### src/rtl/rowcache_miss_ctrl.sv
`default_nettype none
// ============================================================================
// Module   : rowcache_miss_ctrl
// Purpose  : Row-cache miss handler. Owns the tag/LRU table, picks a victim,
//            writes it back if dirty, fills the requested row, pulses sync.
// Revision : 1.0  initial release
// ============================================================================
module rowcache_miss_ctrl #(
  parameter int CHWIDTH   = 5,
  parameter int ADDRWIDTH = 17
) (
  input  logic                 clk,
  input  logic                 rst,
  input  logic                 miss_req,
  input  logic [ADDRWIDTH-1:0] miss_rowid,
  input  logic                 access_valid,
  input  logic [CHWIDTH-1:0]   access_crow,
  input  logic                 access_wr,
  output logic                 sync,
  output logic [CHWIDTH-1:0]   fill_crow,
  output logic                 busy,
  output logic                 mem_req,
  output logic                 mem_we,
  output logic [ADDRWIDTH-1:0] mem_rowid,
  output logic [CHWIDTH-1:0]   mem_crow,
  input  logic                 mem_ack
);
  localparam int                 c_CHROWS  = 2 ** CHWIDTH;
  localparam logic [CHWIDTH-1:0] c_AGE_MAX = CHWIDTH'(c_CHROWS - 1);

  typedef enum logic [2:0] {
    ST_IDLE   = 3'd0,
    ST_SELECT = 3'd1,
    ST_WB     = 3'd2,
    ST_FILL   = 3'd3,
    ST_DONE   = 3'd4
  } state_t;

  state_t                 r_state, w_state_nxt;
  logic                   r_miss_q;
  logic [ADDRWIDTH-1:0]   r_rowid;
  logic [CHWIDTH-1:0]     r_victim, w_victim_nxt;
  logic [c_CHROWS-1:0]    r_valid, r_dirty;
  logic [ADDRWIDTH-1:0]   r_rowaddr [c_CHROWS];
  logic [CHWIDTH-1:0]     r_age     [c_CHROWS];
  logic [CHWIDTH-1:0]     w_age_nxt [c_CHROWS];
  logic                   r_mem_req, w_req_nxt;
  logic                   r_mem_we, w_we_nxt;
  logic [ADDRWIDTH-1:0]   r_mem_rowid, w_rowid_nxt;
  logic [CHWIDTH-1:0]     r_mem_crow, w_crow_nxt;
  logic                   w_start, w_hit, w_free;
  logic [CHWIDTH-1:0]     w_hit_row, w_free_row, w_lru_row, w_miss_row;
  logic                   w_touch_en, w_set_dirty, w_install;
  logic [CHWIDTH-1:0]     w_touch_row, w_touch_age;

  assign w_start    = (r_state == ST_IDLE) && miss_req && !r_miss_q;
  assign w_miss_row = w_free ? w_free_row : w_lru_row;

  assign busy      = (r_state != ST_IDLE);
  assign sync      = (r_state == ST_DONE);
  assign fill_crow = (r_state == ST_DONE) ? r_victim : '0;
  assign mem_req   = r_mem_req;
  assign mem_we    = r_mem_we;
  assign mem_rowid = r_mem_rowid;
  assign mem_crow  = r_mem_crow;

  // Scanning downwards leaves the lowest matching index in each candidate.
  always_comb begin
    w_hit      = 1'b0;
    w_hit_row  = '0;
    w_free     = 1'b0;
    w_free_row = '0;
    w_lru_row  = '0;
    for (int i = c_CHROWS - 1; i >= 0; i--) begin
      if (r_valid[i] && (r_rowaddr[i] == r_rowid)) begin
        w_hit     = 1'b1;
        w_hit_row = CHWIDTH'(i);
      end
      if (!r_valid[i]) begin
        w_free     = 1'b1;
        w_free_row = CHWIDTH'(i);
      end
      if (r_age[i] == c_AGE_MAX) w_lru_row = CHWIDTH'(i);
    end
  end

  always_comb begin
    w_state_nxt  = r_state;
    w_victim_nxt = r_victim;
    w_req_nxt    = r_mem_req;
    w_we_nxt     = r_mem_we;
    w_rowid_nxt  = r_mem_rowid;
    w_crow_nxt   = r_mem_crow;
    w_touch_en   = 1'b0;
    w_touch_row  = access_crow;
    w_set_dirty  = 1'b0;
    w_install    = 1'b0;
    if ((r_state != ST_DONE) && access_valid) begin
      w_touch_en  = 1'b1;
      // the victim's dirty bit belongs to the transfer in flight
      w_set_dirty = access_wr && !(((r_state == ST_WB) || (r_state == ST_FILL)) &&
                                   (access_crow == r_victim));
    end
    case (r_state)
      ST_IDLE: if (w_start) w_state_nxt = ST_SELECT;
      ST_SELECT: begin
        if (w_hit) begin
          w_victim_nxt = w_hit_row;
          w_state_nxt  = ST_DONE;
        end else begin
          w_victim_nxt = w_miss_row;
          w_req_nxt    = 1'b1;
          w_crow_nxt   = w_miss_row;
          if (!w_free && r_dirty[w_lru_row]) begin
            w_state_nxt = ST_WB;
            w_we_nxt    = 1'b1;
            w_rowid_nxt = r_rowaddr[w_lru_row];
          end else begin
            w_state_nxt = ST_FILL;
            w_we_nxt    = 1'b0;
            w_rowid_nxt = r_rowid;
          end
        end
      end
      ST_WB: begin
        if (r_mem_req && mem_ack) begin
          w_req_nxt   = 1'b0;
          w_state_nxt = ST_FILL;
        end
      end
      ST_FILL: begin
        if (!r_mem_req) begin
          w_req_nxt   = 1'b1;
          w_we_nxt    = 1'b0;
          w_rowid_nxt = r_rowid;
          w_crow_nxt  = r_victim;
        end else if (mem_ack) begin
          w_req_nxt   = 1'b0;
          w_state_nxt = ST_DONE;
        end
      end
      ST_DONE: begin
        w_state_nxt = ST_IDLE;
        w_touch_en  = 1'b1;
        w_touch_row = r_victim;
        w_install   = 1'b1;
      end
      default: w_state_nxt = ST_IDLE;
    endcase
  end

  always_comb begin
    w_touch_age = r_age[w_touch_row];
    for (int i = 0; i < c_CHROWS; i++) begin
      w_age_nxt[i] = r_age[i];
      if (w_touch_en) begin
        if (CHWIDTH'(i) == w_touch_row)  w_age_nxt[i] = '0;
        else if (r_age[i] < w_touch_age) w_age_nxt[i] = r_age[i] + 1'b1;
      end
    end
  end

  always_ff @(posedge clk) begin
    if (rst) r_state <= ST_IDLE;
    else     r_state <= w_state_nxt;
  end

  always_ff @(posedge clk) begin
    if (rst) begin
      r_miss_q    <= 1'b0;
      r_rowid     <= '0;
      r_victim    <= '0;
      r_mem_req   <= 1'b0;
      r_mem_we    <= 1'b0;
      r_mem_rowid <= '0;
      r_mem_crow  <= '0;
      r_valid     <= '0;
      r_dirty     <= '0;
      for (int i = 0; i < c_CHROWS; i++) begin
        r_rowaddr[i] <= '0;
        r_age[i]     <= CHWIDTH'(i);
      end
    end else begin
      r_miss_q    <= miss_req;
      if (w_start) r_rowid <= miss_rowid;
      r_victim    <= w_victim_nxt;
      r_mem_req   <= w_req_nxt;
      r_mem_we    <= w_we_nxt;
      r_mem_rowid <= w_rowid_nxt;
      r_mem_crow  <= w_crow_nxt;
      for (int i = 0; i < c_CHROWS; i++) r_age[i] <= w_age_nxt[i];
      if (w_set_dirty) r_dirty[access_crow] <= 1'b1;
      if (w_install) begin
        r_valid[r_victim]   <= 1'b1;
        r_dirty[r_victim]   <= 1'b0;
        r_rowaddr[r_victim] <= r_rowid;
      end
    end
  end
endmodule
`default_nettype wire
### config.mk
export PLATFORM = sky130hd
export DESIGN_NAME = rowcache_miss_ctrl
export DESIGN_NICKNAME = d
export VERILOG_FILES = /design/src/rtl/rowcache_miss_ctrl.sv
export SDC_FILE = /design/constraint.sdc
export NUM_CORES = 2
export LEC_CHECK = 0
export CORE_UTILIZATION = 49
export DETAILED_ROUTE_END_ITERATION = 12
export SETUP_SLACK_MARGIN = 0.05
export SLEW_MARGIN = 20
export SYNTH_ARGS = -nofsm -noshare
export SYNTH_HDL_FRONTEND = slang
export SYNTH_SLANG_ARGS = --single-unit
### constraint.sdc
create_clock -name clk -period 16.92 [get_ports clk]
set_input_delay 3.384 -clock clk [delete_from_list [all_inputs] [get_ports clk]]
set_output_delay 3.384 -clock clk [all_outputs]
set_load 0.01 [all_outputs]
==> reports/metrics.sh <==
RUN_STATUS='complete, no violations'
SYNTH-ASYNC-RESET-RATIO_PCT=0
ROUTABILITYCONGESTION=0.956
LAYOUT_SETUP_WS_NS=8.74
FLOORPLAN.INITIALDENSITY_PCT=49.5
PLACE_WORST_SETUP_SLACK_NS=8.14
CP.ARRIVAL_NS=8.78
DRIVE_ABOVE_1_SHARE_PCT=6.60
FIRST_GLOBAL_VIAS=39700
LAYOUT.CELLS.MOST_COMMON='sky130_fd_sc_hd__nand2_1'
GLOBAL_ROUTE.USAGE.TOTAL_PCT=33.1
WORST_EP_REQUIRED_TIME_NS=17.53
DRV_SLEW=0
DIE-WIDTH_UM=323
CRITPATHLAUNCHTYPE='input pin'
DPL.HPWL_UM=120000
MAPPEDNETLISTNETS=5636
PORT_BUFFERS=58
SYN_AREA_MM2=0.0505
FINALSETUPVIOLATIONS=0
POST_CTS_HOLD_BUFFER_COUNT=0
CLOCKROOTBUFFER='sky130_fd_sc_hd__clkbuf_16'
REPORT.FINAL.HOLD_VIOL_COUNT=0
WORSTPATHMAXFANOUT=31
YOSYSTOPAREACELL='sky130_fd_sc_hd__edfxtp_1'
DRT-VIAS-PER-INSTANCE=6.28
POWER_DENSITY_mW_PER_MM2=150
SETUP_TNS_NS=0
CTS_SETUP_BUFFERS=0
TOTALWIRELENGTH_UM=175000
CLOCK_SINKS=818
FP.DIEAREA_MM2=0.104
MAXCAPVIOLCOUNT=0
ROUTED-VIA-COUNT=42100
GRT_FIRST_PASS_WIRELENGTH_UM=260000
SYN_TO_FINAL_GROWTH_PCT=9.20
GRT-OVFL-TOTAL=0
SYN_AREA_PER_CELL_UM2=9.32
CELLLEAKAGEPOWER_nW=21.2
ANTENNA_FOUND_INITIAL=6
CLOCK_BUFFERS_CREATED_BY_TRITONCTS=97
LAYOUT_WORST_PATH_CYCLE_SHARE_PCT=48.3
DIE_HEIGHT_UM=323
YS.WARNINGS.COUNT=0
GRT_START_MAX_NET_PINS=115
SYNTH-SEQ-CELLS=818
TIMING.SETUP.CRITICAL_PATH_CLASS='in -> reg'
FMAX_MHz=122
CORE_AREA_MM2=0.102
CTS.CLK_SLEW.WORST_PATHS_NS=0.06
LEADING_CELL_TYPES_IN_THE_LAYOUT_FILL_AND_TAPS_EXCLUDED='656 x sky130_fd_sc_hd__nand2_1, 544 x sky130_fd_sc_hd__edfxtp_1, 417 x sky130_fd_sc_hd__xnor2_1'
FINAL.SETUP_SKEW_NS=0.0248
NUM_PORTS=59
FINAL.HOLD.WORST_SLACK_NS=0.465
SYNTH_FF_TYPE='sky130_fd_sc_hd__edfxtp_1'
CLOCK_INSERTION_DELAY_WORST_SKEW_NS=0.69
CTSLONGESTPATHBUFFERS=3
RSZ0062_AT_GRT='no'
FP-ROW-COUNT=117
SYNTH_ENABLE_FLOP_CELLS=544
CTS_REPAIR_RESIZE_COUNT=0
HOLDCRITPATHCLASS='reg -> reg'
SYN_INST=5416
ANT_NETS=0
FINISH.NET_COUNT=5476
WORST-SLEW-PIN-TRANSITION_NS=1.19
CRITICAL_PATH.ENDPOINT_TYPE='flop'
MAX_SLEW_MARGIN_PCT=20.0
PEAKVDDDROP_mV=0.203
FIRST_PASS_ITERS=6
DRCVIOLATIONCOUNT=0
CTS_TREE='yes'
YOSYSSEQAREASHARE_PCT=43.2
DISTINCT_CELL_TYPE_COUNT_OF_THE_SYNTHESIZED_NETLIST=90
DETAIL_ROUTE.ITER0.VIOLATIONS=4506
FINAL.MIN_CLOCK_PERIOD_NS=8.18
NETLIST.AREA_LEADER.SHARE_PCT=32.3
H-TREE-DEPTH=3
YOSYS-TOP-CELLS-AREA='sky130_fd_sc_hd__edfxtp_1 32%, sky130_fd_sc_hd__dfxtp_1 11%, sky130_fd_sc_hd__xnor2_1 7.2%'
ROUTEDWLPERCELL_UM=26.1
==> through the flow <==
| step | utilization [%] | cell area [um2] | std cells | power [mW] |
|---|---|---|---|---|
| after floorplan | - | 50500 | 5416 | 4.71 |
| after global placement | 50.9 | 51900 | 6523 | 6.01 |
| after detailed placement | 50.9 | 51900 | 6523 | 6.03 |
| after CTS | 54.0 | 55100 | 6700 | 8.16 |
| after global routing | 54.0 | 55100 | 6702 | 8.56 |
| final | 54.0 | 55100 | 6705 | 8.25 |
==> per-layer routing <==
metal,wire length [um],share of wire [%],global-route usage [%]
met5,72,0.041,0
met3,14200,8.1,5.78
met1,73400,42,44.7
met2,79300,45,52.3
met4,8080,4.6,14.0
==> worst paths after layout <==
path | end | cells past startpoint | startpoint | slack (ns)
hold / removal | mem_crow[0] | 2 | mem_crow[0] | 0.47
setup / recovery | r_age[27][2] | 18 | access_crow[0] | 8.74
setup reg to reg | r_age[27][2] | 18 | r_state[0] | 10.76
hold reg to reg | mem_crow[0] | 2 | mem_crow[0] | 0.47
==> cells in the mapped netlist (20+ instances only) <==
library cell	number
sky130_fd_sc_hd__o311ai_0	50
sky130_fd_sc_hd__inv_1	95
sky130_fd_sc_hd__ha_1	192
sky130_fd_sc_hd__a22oi_1	31
sky130_fd_sc_hd__nand3_1	184
sky130_fd_sc_hd__buf_2	63
sky130_fd_sc_hd__edfxtp_1	544
sky130_fd_sc_hd__nand4_1	165
sky130_fd_sc_hd__nand2_1	656
sky130_fd_sc_hd__dfxtp_1	274
sky130_fd_sc_hd__clkbuf_1	260
sky130_fd_sc_hd__a311oi_1	29
sky130_fd_sc_hd__a31oi_1	77
sky130_fd_sc_hd__o21ai_0	209
sky130_fd_sc_hd__and2_1	384
sky130_fd_sc_hd__a221oi_1	37
sky130_fd_sc_hd__a21o_1	43
sky130_fd_sc_hd__buf_4	46
sky130_fd_sc_hd__nand2b_1	26
sky130_fd_sc_hd__a21oi_1	285
sky130_fd_sc_hd__buf_6	20
sky130_fd_sc_hd__nor2b_1	20
sky130_fd_sc_hd__xor2_1	132
sky130_fd_sc_hd__xnor2_1	417
sky130_fd_sc_hd__nand3b_1	38
sky130_fd_sc_hd__a221o_1	76
sky130_fd_sc_hd__and3_1	230
sky130_fd_sc_hd__nor4_1	50
sky130_fd_sc_hd__or4_1	22
sky130_fd_sc_hd__nor3_1	146
sky130_fd_sc_hd__mux2i_1	92
sky130_fd_sc_hd__nor2_1	278
==> state kept, by name, summed over array words and instances (netlist names) <==
name and cells:
r_state 3, r_rowid 17, r_valid 32, r_miss_q 1, r_dirty 32, mem_we 1
mem_crow 5, r_age 160, r_rowaddr 544, mem_rowid 17, r_victim 5, mem_req 1
==> kinds of logic after synthesis <==
family	synth area share, %
buffers and inverters	4.54
AOI/OAI and AO/OA	13.3
adders and majority gates	4.76
xor gates and xnor gates	9.52
DFF	43.2
muxes	1.87
and+or+nand+nor	22.9
==> worst max-delay path, cell delays in order <==
cell	delay (ns)
sky130_fd_sc_hd__clkdlybuf4s50_1	0.71
sky130_fd_sc_hd__a21oi_4	0.75
sky130_fd_sc_hd__buf_4	0.44
sky130_fd_sc_hd__and3_1	0.22
sky130_fd_sc_hd__a311oi_1	0.05
sky130_fd_sc_hd__a311oi_1	0.30
sky130_fd_sc_hd__nor3_1	0.12
sky130_fd_sc_hd__a21oi_4	0.60
sky130_fd_sc_hd__buf_4	0.40
sky130_fd_sc_hd__ha_1	0.30
sky130_fd_sc_hd__nor2b_1	0.13
sky130_fd_sc_hd__o21ai_0	0.15
sky130_fd_sc_hd__nand2b_1	0.10
sky130_fd_sc_hd__nor3_1	0.13
sky130_fd_sc_hd__a21oi_1	0.19
sky130_fd_sc_hd__nand2b_1	0.24
sky130_fd_sc_hd__or3b_1	0.38
sky130_fd_sc_hd__a21oi_1	0.14
==> where the power goes <==
| group | switching (mW) | internal [mW] | total, mW |
|---|---|---|---|
| clock network | 0.890 | 1.25 | 2.14 |
| logic | 2.55 | 1.07 | 3.62 |
| registers | 0.239 | 2.26 | 2.50 |
==> layout make-up <==
type / count / area (um2)
Fill cell: 9278 / 46900
Multi-Input combinational cell: 4094 / 26700
Antenna cell: 3 / 7.51
Tap cell: 1368 / 1710
Inverter: 99 / 374
Sequential cell: 818 / 21900
Timing Repair Buffer: 146 / 1260
Clock buffer: 135 / 2790
Clock inverter: 42 / 405
Note: power is estimated with default switching activity, not from simulation.
